[src/rtl/mem_port_arbiter_if.sv]
// Bundle of the fetch, data and memory handshakes around the shared memory port.
// master is the arbiter's view; slave is the view of the pipeline/memory around it.
interface mem_port_arbiter_if #(
   parameter int unsigned ADDR_W = 32,
   parameter int unsigned XLEN   = 32
);
   // Fetch requester
   logic              if_req;
   logic [ADDR_W-1:0] if_addr;
   logic              if_ready;
   logic [XLEN-1:0]   if_instr;
   // Data requester
   logic              d_req;
   logic              d_we;
   logic [2:0]        d_funct;
   logic [ADDR_W-1:0] d_addr;
   logic [XLEN-1:0]   d_wdata;
   logic              d_ready;
   logic [XLEN-1:0]   d_rdata;
   logic              d_err;
   // Pipeline control
   logic              stall_if;
   logic              stall_mem;
   // Memory side
   logic              mem_req;
   logic              mem_we;
   logic [ADDR_W-1:0] mem_addr;
   logic [3:0]        mem_be;
   logic [XLEN-1:0]   mem_wdata;
   logic              mem_gnt;
   logic              mem_rvalid;
   logic [XLEN-1:0]   mem_rdata;

   modport master (
      input  if_req, if_addr, d_req, d_we, d_funct, d_addr, d_wdata,
      input  mem_gnt, mem_rvalid, mem_rdata,
      output if_ready, if_instr, d_ready, d_rdata, d_err, stall_if, stall_mem,
      output mem_req, mem_we, mem_addr, mem_be, mem_wdata
   );

   modport slave (
      output if_req, if_addr, d_req, d_we, d_funct, d_addr, d_wdata,
      output mem_gnt, mem_rvalid, mem_rdata,
      input  if_ready, if_instr, d_ready, d_rdata, d_err, stall_if, stall_mem,
      input  mem_req, mem_we, mem_addr, mem_be, mem_wdata
   );
endinterface

[src/rtl/mem_port_arbiter.sv]
// Shares one single-ported unified memory between instruction fetch and the MEM stage.
// One outstanding req/gnt/rvalid transaction; data wins ties because it is the older
// instruction. Also steers store lanes, extends loads and flags misaligned/illegal accesses.
module mem_port_arbiter #(
   parameter int unsigned ADDR_W = 32,
   parameter int unsigned XLEN   = 32
) (
   input  logic               i_clk,
   input  logic               i_reset,
   mem_port_arbiter_if.master io_bus
);

   typedef enum logic [1:0] {StIdle, StIssue, StWait, StResp} state_e;
   typedef enum logic {OwnIf, OwnD} owner_e;

   // Load/store funct codes (store codes share B/H/W with loads)
   localparam logic [2:0] FnB  = 3'b000;
   localparam logic [2:0] FnH  = 3'b001;
   localparam logic [2:0] FnW  = 3'b010;
   localparam logic [2:0] FnBu = 3'b011;
   localparam logic [2:0] FnHu = 3'b100;

   localparam logic [ADDR_W-1:0] WordMask = ~ADDR_W'(3);

   state_e            r_state,     w_state_nxt;
   owner_e            r_owner,     w_owner_nxt;
   logic              r_store,     w_store_nxt;
   logic [2:0]        r_funct,     w_funct_nxt;
   logic [1:0]        r_off,       w_off_nxt;
   logic              r_mem_req,   w_mem_req_nxt;
   logic              r_mem_we,    w_mem_we_nxt;
   logic [ADDR_W-1:0] r_mem_addr,  w_mem_addr_nxt;
   logic [3:0]        r_mem_be,    w_mem_be_nxt;
   logic [XLEN-1:0]   r_mem_wdata, w_mem_wdata_nxt;
   logic              r_if_ready,  w_if_ready_nxt;
   logic [XLEN-1:0]   r_if_instr,  w_if_instr_nxt;
   logic              r_d_ready,   w_d_ready_nxt;
   logic [XLEN-1:0]   r_d_rdata,   w_d_rdata_nxt;
   logic              r_d_err,     w_d_err_nxt;

   logic              w_d_err;
   logic [3:0]        w_st_be;
   logic [XLEN-1:0]   w_st_wdata;
   logic [7:0]        w_ld_byte;
   logic [15:0]       w_ld_half;
   logic [XLEN-1:0]   w_ld_data;

   // Decode the pending data request: store lane steering and legality of funct/alignment.
   always_comb begin
      w_d_err    = 1'b0;
      w_st_be    = 4'b0000;
      w_st_wdata = '0;
      if (io_bus.d_we) begin
         case (io_bus.d_funct)
            FnB: begin
               w_st_be    = 4'b0001 << io_bus.d_addr[1:0];
               w_st_wdata = {4{io_bus.d_wdata[7:0]}};
            end
            FnH: begin
               w_st_be    = 4'b0011 << {io_bus.d_addr[1], 1'b0};
               w_st_wdata = {2{io_bus.d_wdata[15:0]}};
               w_d_err    = io_bus.d_addr[0];
            end
            FnW: begin
               w_st_be    = 4'b1111;
               w_st_wdata = io_bus.d_wdata;
               w_d_err    = |io_bus.d_addr[1:0];
            end
            default: w_d_err = 1'b1;
         endcase
      end else begin
         case (io_bus.d_funct)
            FnB, FnBu: w_d_err = 1'b0;
            FnH, FnHu: w_d_err = io_bus.d_addr[0];
            FnW:       w_d_err = |io_bus.d_addr[1:0];
            default:   w_d_err = 1'b1;
         endcase
      end
   end

   // Select the addressed lane of the returned word and sign/zero extend it.
   always_comb begin
      w_ld_byte = io_bus.mem_rdata[7:0];
      case (r_off)
         2'd1:    w_ld_byte = io_bus.mem_rdata[15:8];
         2'd2:    w_ld_byte = io_bus.mem_rdata[23:16];
         2'd3:    w_ld_byte = io_bus.mem_rdata[31:24];
         default: w_ld_byte = io_bus.mem_rdata[7:0];
      endcase
      w_ld_half = r_off[1] ? io_bus.mem_rdata[31:16] : io_bus.mem_rdata[15:0];
      case (r_funct)
         FnB:     w_ld_data = {{24{w_ld_byte[7]}}, w_ld_byte};
         FnBu:    w_ld_data = {24'h000000, w_ld_byte};
         FnH:     w_ld_data = {{16{w_ld_half[15]}}, w_ld_half};
         FnHu:    w_ld_data = {16'h0000, w_ld_half};
         default: w_ld_data = io_bus.mem_rdata;
      endcase
   end

   // Next-state and registered-output logic of the arbitration FSM.
   always_comb begin
      w_state_nxt     = r_state;
      w_owner_nxt     = r_owner;
      w_store_nxt     = r_store;
      w_funct_nxt     = r_funct;
      w_off_nxt       = r_off;
      w_mem_req_nxt   = r_mem_req;
      w_mem_we_nxt    = r_mem_we;
      w_mem_addr_nxt  = r_mem_addr;
      w_mem_be_nxt    = r_mem_be;
      w_mem_wdata_nxt = r_mem_wdata;
      w_if_ready_nxt  = 1'b0;
      w_if_instr_nxt  = r_if_instr;
      w_d_ready_nxt   = 1'b0;
      w_d_rdata_nxt   = r_d_rdata;
      w_d_err_nxt     = 1'b0;
      unique case (r_state)
         StIdle: begin
            if (io_bus.d_req) begin
               w_owner_nxt = OwnD;
               if (w_d_err) begin
                  // Illegal access completes without touching memory
                  w_state_nxt   = StResp;
                  w_d_ready_nxt = 1'b1;
                  w_d_err_nxt   = 1'b1;
                  w_d_rdata_nxt = '0;
               end else begin
                  w_state_nxt     = StIssue;
                  w_store_nxt     = io_bus.d_we;
                  w_funct_nxt     = io_bus.d_funct;
                  w_off_nxt       = io_bus.d_addr[1:0];
                  w_mem_req_nxt   = 1'b1;
                  w_mem_we_nxt    = io_bus.d_we;
                  w_mem_addr_nxt  = io_bus.d_addr & WordMask;
                  w_mem_be_nxt    = io_bus.d_we ? w_st_be : 4'b1111;
                  w_mem_wdata_nxt = io_bus.d_we ? w_st_wdata : '0;
               end
            end else if (io_bus.if_req) begin
               w_owner_nxt     = OwnIf;
               w_state_nxt     = StIssue;
               w_store_nxt     = 1'b0;
               w_mem_req_nxt   = 1'b1;
               w_mem_we_nxt    = 1'b0;
               w_mem_addr_nxt  = io_bus.if_addr & WordMask;
               w_mem_be_nxt    = 4'b1111;
               w_mem_wdata_nxt = '0;
            end
         end
         StIssue: begin
            if (io_bus.mem_gnt) begin
               w_state_nxt   = StWait;
               w_mem_req_nxt = 1'b0;
               w_mem_we_nxt  = 1'b0;
            end
         end
         StWait: begin
            if (io_bus.mem_rvalid) begin
               w_state_nxt = StResp;
               if (r_owner == OwnIf) begin
                  w_if_ready_nxt = 1'b1;
                  w_if_instr_nxt = io_bus.mem_rdata;
               end else begin
                  w_d_ready_nxt = 1'b1;
                  if (!r_store) begin
                     w_d_rdata_nxt = w_ld_data;
                  end
               end
            end
         end
         StResp: begin
            w_state_nxt = StIdle;
         end
         default: begin
            w_state_nxt = StIdle;
         end
      endcase
   end

   // State and output registers with synchronous reset.
   always_ff @(posedge i_clk) begin
      if (i_reset) begin
         r_state     <= StIdle;
         r_owner     <= OwnIf;
         r_store     <= 1'b0;
         r_funct     <= 3'b000;
         r_off       <= 2'b00;
         r_mem_req   <= 1'b0;
         r_mem_we    <= 1'b0;
         r_mem_addr  <= '0;
         r_mem_be    <= 4'b0000;
         r_mem_wdata <= '0;
         r_if_ready  <= 1'b0;
         r_if_instr  <= '0;
         r_d_ready   <= 1'b0;
         r_d_rdata   <= '0;
         r_d_err     <= 1'b0;
      end else begin
         r_state     <= w_state_nxt;
         r_owner     <= w_owner_nxt;
         r_store     <= w_store_nxt;
         r_funct     <= w_funct_nxt;
         r_off       <= w_off_nxt;
         r_mem_req   <= w_mem_req_nxt;
         r_mem_we    <= w_mem_we_nxt;
         r_mem_addr  <= w_mem_addr_nxt;
         r_mem_be    <= w_mem_be_nxt;
         r_mem_wdata <= w_mem_wdata_nxt;
         r_if_ready  <= w_if_ready_nxt;
         r_if_instr  <= w_if_instr_nxt;
         r_d_ready   <= w_d_ready_nxt;
         r_d_rdata   <= w_d_rdata_nxt;
         r_d_err     <= w_d_err_nxt;
      end
   end

   assign io_bus.mem_req   = r_mem_req;
   assign io_bus.mem_we    = r_mem_we;
   assign io_bus.mem_addr  = r_mem_addr;
   assign io_bus.mem_be    = r_mem_be;
   assign io_bus.mem_wdata = r_mem_wdata;
   assign io_bus.if_ready  = r_if_ready;
   assign io_bus.if_instr  = r_if_instr;
   assign io_bus.d_ready   = r_d_ready;
   assign io_bus.d_rdata   = r_d_rdata;
   assign io_bus.d_err     = r_d_err;
   assign io_bus.stall_if  = io_bus.if_req && !r_if_ready;
   assign io_bus.stall_mem = io_bus.d_req && !r_d_ready;

endmodule
[src/flat_wrapper.sv]
// flat-port wrapper written by rule: the top's interface ports become plain ports
module mem_port_arbiter_flat 
#(
   parameter int unsigned ADDR_W = 32,
   parameter int unsigned XLEN   = 32
)
  (i_clk, i_reset, io_bus_if_req, io_bus_if_addr, io_bus_d_req, io_bus_d_we, io_bus_d_funct, io_bus_d_addr, io_bus_d_wdata, io_bus_mem_gnt, io_bus_mem_rvalid, io_bus_mem_rdata, io_bus_if_ready, io_bus_if_instr, io_bus_d_ready, io_bus_d_rdata, io_bus_d_err, io_bus_stall_if, io_bus_stall_mem, io_bus_mem_req, io_bus_mem_we, io_bus_mem_addr, io_bus_mem_be, io_bus_mem_wdata);
  mem_port_arbiter_if #(.ADDR_W(ADDR_W), .XLEN(XLEN)) io_bus_i ();
  input  logic i_clk;
  input  logic i_reset;
  input wire logic [$bits(io_bus_i.if_req)-1:0] io_bus_if_req;
  input wire logic [$bits(io_bus_i.if_addr)-1:0] io_bus_if_addr;
  input wire logic [$bits(io_bus_i.d_req)-1:0] io_bus_d_req;
  input wire logic [$bits(io_bus_i.d_we)-1:0] io_bus_d_we;
  input wire logic [$bits(io_bus_i.d_funct)-1:0] io_bus_d_funct;
  input wire logic [$bits(io_bus_i.d_addr)-1:0] io_bus_d_addr;
  input wire logic [$bits(io_bus_i.d_wdata)-1:0] io_bus_d_wdata;
  input wire logic [$bits(io_bus_i.mem_gnt)-1:0] io_bus_mem_gnt;
  input wire logic [$bits(io_bus_i.mem_rvalid)-1:0] io_bus_mem_rvalid;
  input wire logic [$bits(io_bus_i.mem_rdata)-1:0] io_bus_mem_rdata;
  output wire logic [$bits(io_bus_i.if_ready)-1:0] io_bus_if_ready;
  output wire logic [$bits(io_bus_i.if_instr)-1:0] io_bus_if_instr;
  output wire logic [$bits(io_bus_i.d_ready)-1:0] io_bus_d_ready;
  output wire logic [$bits(io_bus_i.d_rdata)-1:0] io_bus_d_rdata;
  output wire logic [$bits(io_bus_i.d_err)-1:0] io_bus_d_err;
  output wire logic [$bits(io_bus_i.stall_if)-1:0] io_bus_stall_if;
  output wire logic [$bits(io_bus_i.stall_mem)-1:0] io_bus_stall_mem;
  output wire logic [$bits(io_bus_i.mem_req)-1:0] io_bus_mem_req;
  output wire logic [$bits(io_bus_i.mem_we)-1:0] io_bus_mem_we;
  output wire logic [$bits(io_bus_i.mem_addr)-1:0] io_bus_mem_addr;
  output wire logic [$bits(io_bus_i.mem_be)-1:0] io_bus_mem_be;
  output wire logic [$bits(io_bus_i.mem_wdata)-1:0] io_bus_mem_wdata;
  assign io_bus_i.if_req = io_bus_if_req;
  assign io_bus_i.if_addr = io_bus_if_addr;
  assign io_bus_i.d_req = io_bus_d_req;
  assign io_bus_i.d_we = io_bus_d_we;
  assign io_bus_i.d_funct = io_bus_d_funct;
  assign io_bus_i.d_addr = io_bus_d_addr;
  assign io_bus_i.d_wdata = io_bus_d_wdata;
  assign io_bus_i.mem_gnt = io_bus_mem_gnt;
  assign io_bus_i.mem_rvalid = io_bus_mem_rvalid;
  assign io_bus_i.mem_rdata = io_bus_mem_rdata;
  assign io_bus_if_ready = io_bus_i.if_ready;
  assign io_bus_if_instr = io_bus_i.if_instr;
  assign io_bus_d_ready = io_bus_i.d_ready;
  assign io_bus_d_rdata = io_bus_i.d_rdata;
  assign io_bus_d_err = io_bus_i.d_err;
  assign io_bus_stall_if = io_bus_i.stall_if;
  assign io_bus_stall_mem = io_bus_i.stall_mem;
  assign io_bus_mem_req = io_bus_i.mem_req;
  assign io_bus_mem_we = io_bus_i.mem_we;
  assign io_bus_mem_addr = io_bus_i.mem_addr;
  assign io_bus_mem_be = io_bus_i.mem_be;
  assign io_bus_mem_wdata = io_bus_i.mem_wdata;
  mem_port_arbiter #(.ADDR_W(ADDR_W), .XLEN(XLEN)) u_core (.i_clk(i_clk), .i_reset(i_reset), .io_bus(io_bus_i));
endmodule
[config.mk]
export PLATFORM = sky130hd
export DESIGN_NAME = mem_port_arbiter_flat
export DESIGN_NICKNAME = d
export VERILOG_FILES = /design/src/rtl/mem_port_arbiter_if.sv /design/src/rtl/mem_port_arbiter.sv /design/src/flat_wrapper.sv
export SDC_FILE = /design/constraint.sdc
export NUM_CORES = 1
export LEC_CHECK = 0
export ABC_AREA = 1
export CORE_MARGIN = 5
export CORE_UTILIZATION = 44
export DETAILED_ROUTE_END_ITERATION = 12
export PLACE_DENSITY = 0.77
export SYNTH_ARGS = -nofsm -noshare
export SYNTH_HDL_FRONTEND = slang
export SYNTH_SLANG_ARGS = --single-unit
[constraint.sdc]
create_clock -name i_clk -period 2.2 [get_ports i_clk]
set_clock_uncertainty 0.15 [all_clocks]
set_input_delay 0.66 -clock i_clk [delete_from_list [all_inputs] [get_ports i_clk]]
set_output_delay 0.66 -clock i_clk [all_outputs]
set_load 0.02 [all_outputs]
==> qor.yml, run 1 <==
io_buffers: 272
ctsHtreeMaxLevel: 4
synth_top_area_share_pct: 40.1
maxCapViolations: 0
num-nets-final: 1563
wl_um: 25600
die_x_um: 138
grt_pass1_vias: 7851
arrival_ns: 1.36
grt_pass1_wl_um: 39000
synthTopCellsByArea: "dfxtp_1, nand2_1, nor2_1"
hp-class: "reg2reg"
grt_use_met3_pct: 8.82
period_needed_ns: 2.17
status: "completed"
grt_max_degree: 49
cts-buffers-inserted: 17
gp_congestion: 0.892
slew_violations: 0
clk_latency_ns: 0.42
clkPwrFrac_pct: 26.4
hold-worst-slack_ns: 0.309
required_ns: 1.39
cts.path.max_buffers: 2
post_cts_buffers: 0
ant_nets: 0
period_share_pct: 98.8
internal_power_mw: 6.87
grt-ovfl-total: 0
utilization_pct: 71.0
syn2layout_area_growth_pct: 57.4
cts_tree: "built"
finalHoldViolCount: 0
drt_iter0_drc: 547
num_rows: 46
grt_usage_pct: 25.8
power_leakage_nw: 6.27
pwr-share-seq_pct: 29.9
end_kind: "output port"
core_um2: 15900
initial_utilization_pct: 45.1
start_kind: "flop"
final_cell_mix: "nand2_1, nor2_1, dfxtp_1, clkdlybuf4s50_1, a21oi_1"
combPwrFrac_pct: 43.7
path_buf_inv: 1
netlist_area_um2: 7190
critPathMaxStageDelay_ns: 0.61
clock.fmax_mhz: 460
met2_usage_pct: 42.4
synthDistinctLibCells: 28
power_switching_share_pct: 38.6
crit_family: "buffers and inverters"
drive_gt1_share_pct: 9.34
slowest_stage: "clkdlybuf4s50_1"
wl_per_cell_um: 15.5
die-area_um2: 19000
final_common_cell: "nand2_1"
gr-max-usage-layer: "met2"
first_pass_iters: 5
io_pins: 277
ys_ff_latch: 144
route.detailed.drc: 0
root_buffer: "clkbuf_16"
crit_chain: "clkdlybuf4s50_1"
viasPerCell: 5.09
yosys_warnings: 0
setup_viol: 0
cp_max_fo: 2
p_switching_mw: 4.32
clock-sinks: 144
grtUsageMet1_pct: 31.0
yosys.area.top_type: "dfxtp_1"
seq_area_frac_synth_pct: 40.1
hpwl_um: 18800
num_vias: 8404
clk_pin_slew_ns: 0.06
worst-setup-path-type: "reg2out"
die_y_um: 138
peakVddDrop_v: 0.000728
antennaDiodeCount: 0
antenna_found_initial: 2
synthCells: 1126
syn_area_per_cell_um2: 6.39
powerDensity_nw_per_um2: 988
[cell families after synthesis]
group / synth area share, %
other cells: 0.0521
buf+inv: 9.37
simple gates: 36.3
fa+ha+maj: 0.522
compound gates: 13.6
flops: 40.1
[sequential cells by signal, indices dropped and copies added (netlist names)]
name,cells
u_core.io_bus.if_instr,32
u_core.io_bus.if_ready,1
u_core.io_bus.mem_addr,30
u_core.io_bus.mem_wdata,32
u_core.r_store,1
u_core.r_owner,1
u_core.io_bus.d_rdata,32
u_core.r_off,2
u_core.io_bus.mem_req,1
u_core.io_bus.d_ready,1
u_core.io_bus.d_err,1
u_core.r_funct,3
u_core.r_state,2
u_core.io_bus.mem_be,4
u_core.io_bus.mem_we,1
[synth_stat cells]
cell type / instances
nor4_1: 8
o21ai_0: 59
ha_1: 3
a21boi_1: 1
o22ai_1: 1
nand3_1: 87
clkinv_1: 1
buf_4: 5
nand2_2: 3
nor2_1: 201
dfxtp_1: 144
buf_6: 8
nor3_1: 9
nor2_4: 3
a211oi_1: 8
inv_1: 78
buf_1: 2
nand2_1: 305
nand3b_1: 8
nand2_4: 2
a31oi_1: 3
buf_2: 14
nor2_2: 2
o21bai_1: 1
nand4_1: 6
conb_1: 1
a21oi_1: 117
clkbuf_1: 46
[area by class of cell]
type | instances | area, um^2
fillers | 1364 | 4620
multi-input cells | 829 | 3680
repair buffers | 351 | 3590
flip-flops and latches | 144 | 2880
clock buffers | 19 | 453
inverters | 79 | 297
well taps | 216 | 270
clock inverters | 13 | 153
[worst reg2reg max path: stages (launching register included)]
cell and delay [ns]:
dfxtp_1 0.33, inv_1 0.08, ha_1 0.33, inv_1 0.17, nand2_1 0.08, nand2_1 0.08, nor2_4 0.16, a21boi_1 0.17
buf_4 0.19, nand2_1 0.07, nand2_1 0.05, nor2_1 0.03
[power groups by stage]
| stage | combinational [mW] | sequential (mW) | clock [mW] |
|---|---|---|---|
| floorplan | 2.32 | 3.94 | 0 |
| global placement | 4.80 | 3.39 | 0 |
| detailed placement | 4.86 | 3.41 | 0 |
| CTS | 4.81 | 3.36 | 3.00 |
| global route | 5.37 | 3.41 | 3.12 |
| finish | 4.88 | 3.35 | 2.96 |
[final timing paths]
check / cells past startpoint / to / slack (ns) / from
hold reg to reg: 2 / u_core.io_bus.d_rdata[15] / 0.31 / u_core.io_bus.d_rdata[15]
hold / removal: 2 / u_core.io_bus.d_rdata[15] / 0.31 / u_core.io_bus.d_rdata[15]
setup reg to reg: 11 / u_core.io_bus.d_rdata[6] / 0.20 / u_core.r_state[0]
setup / recovery: 1 / io_bus_d_rdata[29] / 0.03 / u_core.io_bus.d_rdata[29]
[timing repair]
item,CTS,global route
resized for setup,69,80
hold buffers,0,0
cloned,0,1
pin swaps,1,0
setup endpoints to repair,66,176
[per-stage QoR]
step | TNS (ns) | area, um^2 | std cells | setup WS (ns) | power [mW]
finish | 0 | 11300 | 1651 | 0.0266 | 11.2
global route | -0.00346 | 11300 | 1651 | -0.00346 | 11.9
CTS | 0 | 11100 | 1650 | 0.0000403 | 11.2
detailed placement | -44.17 | 10500 | 1618 | -0.533 | 8.27
global placement | -42.69 | 10500 | 1618 | -0.536 | 8.20
floorplan | 0 | 7210 | 1127 | 0.0272 | 6.25
[layer usage]
layer	share of wire, %	up-vias	wire [um]
li1	-	4190	-
met1	40	3787	10200
met2	47	364	11900
met3	10	59	2670
met4	3.0	4	773
met5	0.098	-	25
(Power assumes the default switching activity.)
==> run 2: changes to the inputs <==
--- a/config.mk
+++ b/config.mk
@@ -9,7 +9,8 @@
 export CORE_MARGIN = 5
 export CORE_UTILIZATION = 44
 export DETAILED_ROUTE_END_ITERATION = 12
-export PLACE_DENSITY = 0.77
+export HOLD_SLACK_MARGIN = 0.1
+export PLACE_DENSITY = 0.86
 export SYNTH_ARGS = -nofsm -noshare
 export SYNTH_HDL_FRONTEND = slang
 export SYNTH_SLANG_ARGS = --single-unit
==> run 2 against run 1 <==
Net effect: critical path depth is the same; clock power shrank 2%; worst setup slack gained 0.0019 ns; largest power group unchanged.
==> qor.yml, run 2 (synthesis gave the netlist of run 1 again) <==
status: "completed"
drive_gt1_share_pct: 8.31  # -1.0 points
internal_power_mw: 6.78  # -1.3%
p_switching_mw: 4.21  # -2.6%
num_rows: 46  # unchanged
pwr-share-seq_pct: 30.5  # +0.6 points
initial_utilization_pct: 45.1  # unchanged
die_y_um: 138  # unchanged
cts.path.max_buffers: 2  # unchanged
die-area_um2: 19000  # unchanged
clk_latency_ns: 0.42  # about the same
power_switching_share_pct: 38.3  # -0.33 points
wl_um: 25600  # +0.20%
root_buffer: "clkbuf_16"
path_buf_inv: 1  # unchanged
grt_pass1_vias: 7998  # +1.9%
grt-ovfl-total: 0  # unchanged
grt_max_degree: 49  # unchanged
end_kind: "output port"
power_leakage_nw: 6.25  # -0.35%
dpl_cell_area_um2: 10400  # -1.7%
ctsHtreeMaxLevel: 4  # unchanged
crit_chain: "clkdlybuf4s50_1"
cts-buffers-inserted: 17  # unchanged
fin_cells: 1637  # -0.85%
final_common_cell: "nand2_1"
num-nets-final: 1551  # -0.77%
hold-worst-slack_ns: 0.310  # +0.000639 ns
viasPerCell: 5.21  # +2.4%
start_kind: "flop"
period_share_pct: 98.7  # about the same
cp_max_fo: 2  # unchanged
clk_pin_slew_ns: 0.06  # about the same
hpwl_um: 18600  # -0.95%
period_needed_ns: 2.17  # -0.00190 ns
grt_pass1_wl_um: 38800  # -0.46%
num_vias: 8529  # +1.5%
maxCapViolations: 0  # unchanged
cts_tree: "built"
antenna_found_initial: 1  # -1
worst-setup-path-type: "reg2out"
clock-sinks: 144  # unchanged
cts_hold_buffers: 0  # unchanged
stdcell_area_um2: 11200  # -1.3%
peakVddDrop_v: 0.000651  # -11%
critPathMaxStageDelay_ns: 0.61  # about the same
first_pass_iters: 6  # +1
utilization_pct: 70.1  # -0.93 points
io_buffers: 272  # unchanged
core_um2: 15900  # unchanged
clock.fmax_mhz: 461  # about the same
wl_per_cell_um: 15.6  # +1.1%
grt_usage_pct: 25.6  # -0.22 points
syn2layout_area_growth_pct: 55.4
slew_headroom_pct: 63.0
required_ns: 1.39  # about the same
power_mw: 11.0  # -1.8%
crit_family: "buffers and inverters"
setup_viol: 0  # unchanged
gp_congestion: 0.965  # +8.2%
slew_violations: 0  # unchanged
combPwrFrac_pct: 43.2  # -0.5 points
hp-class: "reg2reg"
clkPwrFrac_pct: 26.3  # about the same
final_cell_mix: "nand2_1, nor2_1, clkdlybuf4s50_1, dfxtp_1, a21oi_1"
powerDensity_nw_per_um2: 983  # -0.49%
finalHoldViolCount: 0  # unchanged
io_pins: 277  # unchanged
rsz0062_at_grt: "false"
ant_nets: 0  # unchanged
slowest_stage: "clkdlybuf4s50_1"
drt_iter0_drc: 664  # +21%
arrival_ns: 1.36  # about the same
route.detailed.drc: 0  # unchanged
die_x_um: 138  # unchanged
worst_pin_slew_ns: 0.554
placed_cells: 1603  # -0.93%
run 2: changes by cell type in the layout (fill, tap and decap cells not counted), moves of 3 or more:
cell,change
buf_12,-5
buf_4,-5
clkdlybuf4s50_1,+8
clkinv_2,+3
clkinv_4,-3
dlygate4sd2_1,-17
dlymetal6s2s_1,+9
inv_6,-3
run 2: worst paths after layout:
| path | from | endpoint | slack, ns | depth (start not counted) |
|---|---|---|---|---|
| max | u_core.io_bus.mem_addr[27] | io_bus_mem_addr[27] | 0.03 | 1 |
| min | u_core.io_bus.d_rdata[24] | u_core.io_bus.d_rdata[24] | 0.31 | 2 |
| max reg2reg | u_core.r_state[0] | u_core.io_bus.d_rdata[6] | 0.20 | 11 |
| min reg2reg | u_core.io_bus.d_rdata[24] | u_core.io_bus.d_rdata[24] | 0.31 | 2 |
run 2: per-layer routing:
layer	vias to the layer above	track usage (%)	part of all wire, %
met5	-	0	0.051
met4	2	9.99	2.8
met3	66	7.18	10
met2	420	42.6	48
met1	3873	31.4	39
li1	4168	-	-
run 2: through the flow:
stage | setup WS [ns] | setup TNS (ns)
2_1_floorplan | 0.0272 | 0
3_3_place_gp | -0.539 | -42.13
3_5_place_dp | -0.550 | -48.54
4_1_cts | 0.00119 | 0
5_1_grt | 0.0000584 | 0
6_report | 0.0285 | 0
run 2: area by class of cell:
type / count / area (um^2)
inverters: 79 / 300
multi-input cells: 829 / 3680
well taps: 216 / 270
diodes: 1 / 2.50
fillers: 1289 / 4770
clock inverters: 11 / 141
flip-flops and latches: 144 / 2880
repair buffers: 339 / 3460
clock buffers: 18 / 439
run 2: timing repair:
action | CTS | global route
resized for setup | 50 | 91
setup buffers | 0 | 4
setup endpoints to repair | 125 | 105
run 2: power groups by stage:
stage	Sequential [mW]	Combinational [mW]	Clock (mW)
floorplan	3.94	2.32	0
finish	3.36	4.74	2.89
CTS	3.36	4.72	2.92
detailed placement	3.42	4.74	0
global route	3.41	5.22	3.03
global placement	3.40	4.65	0
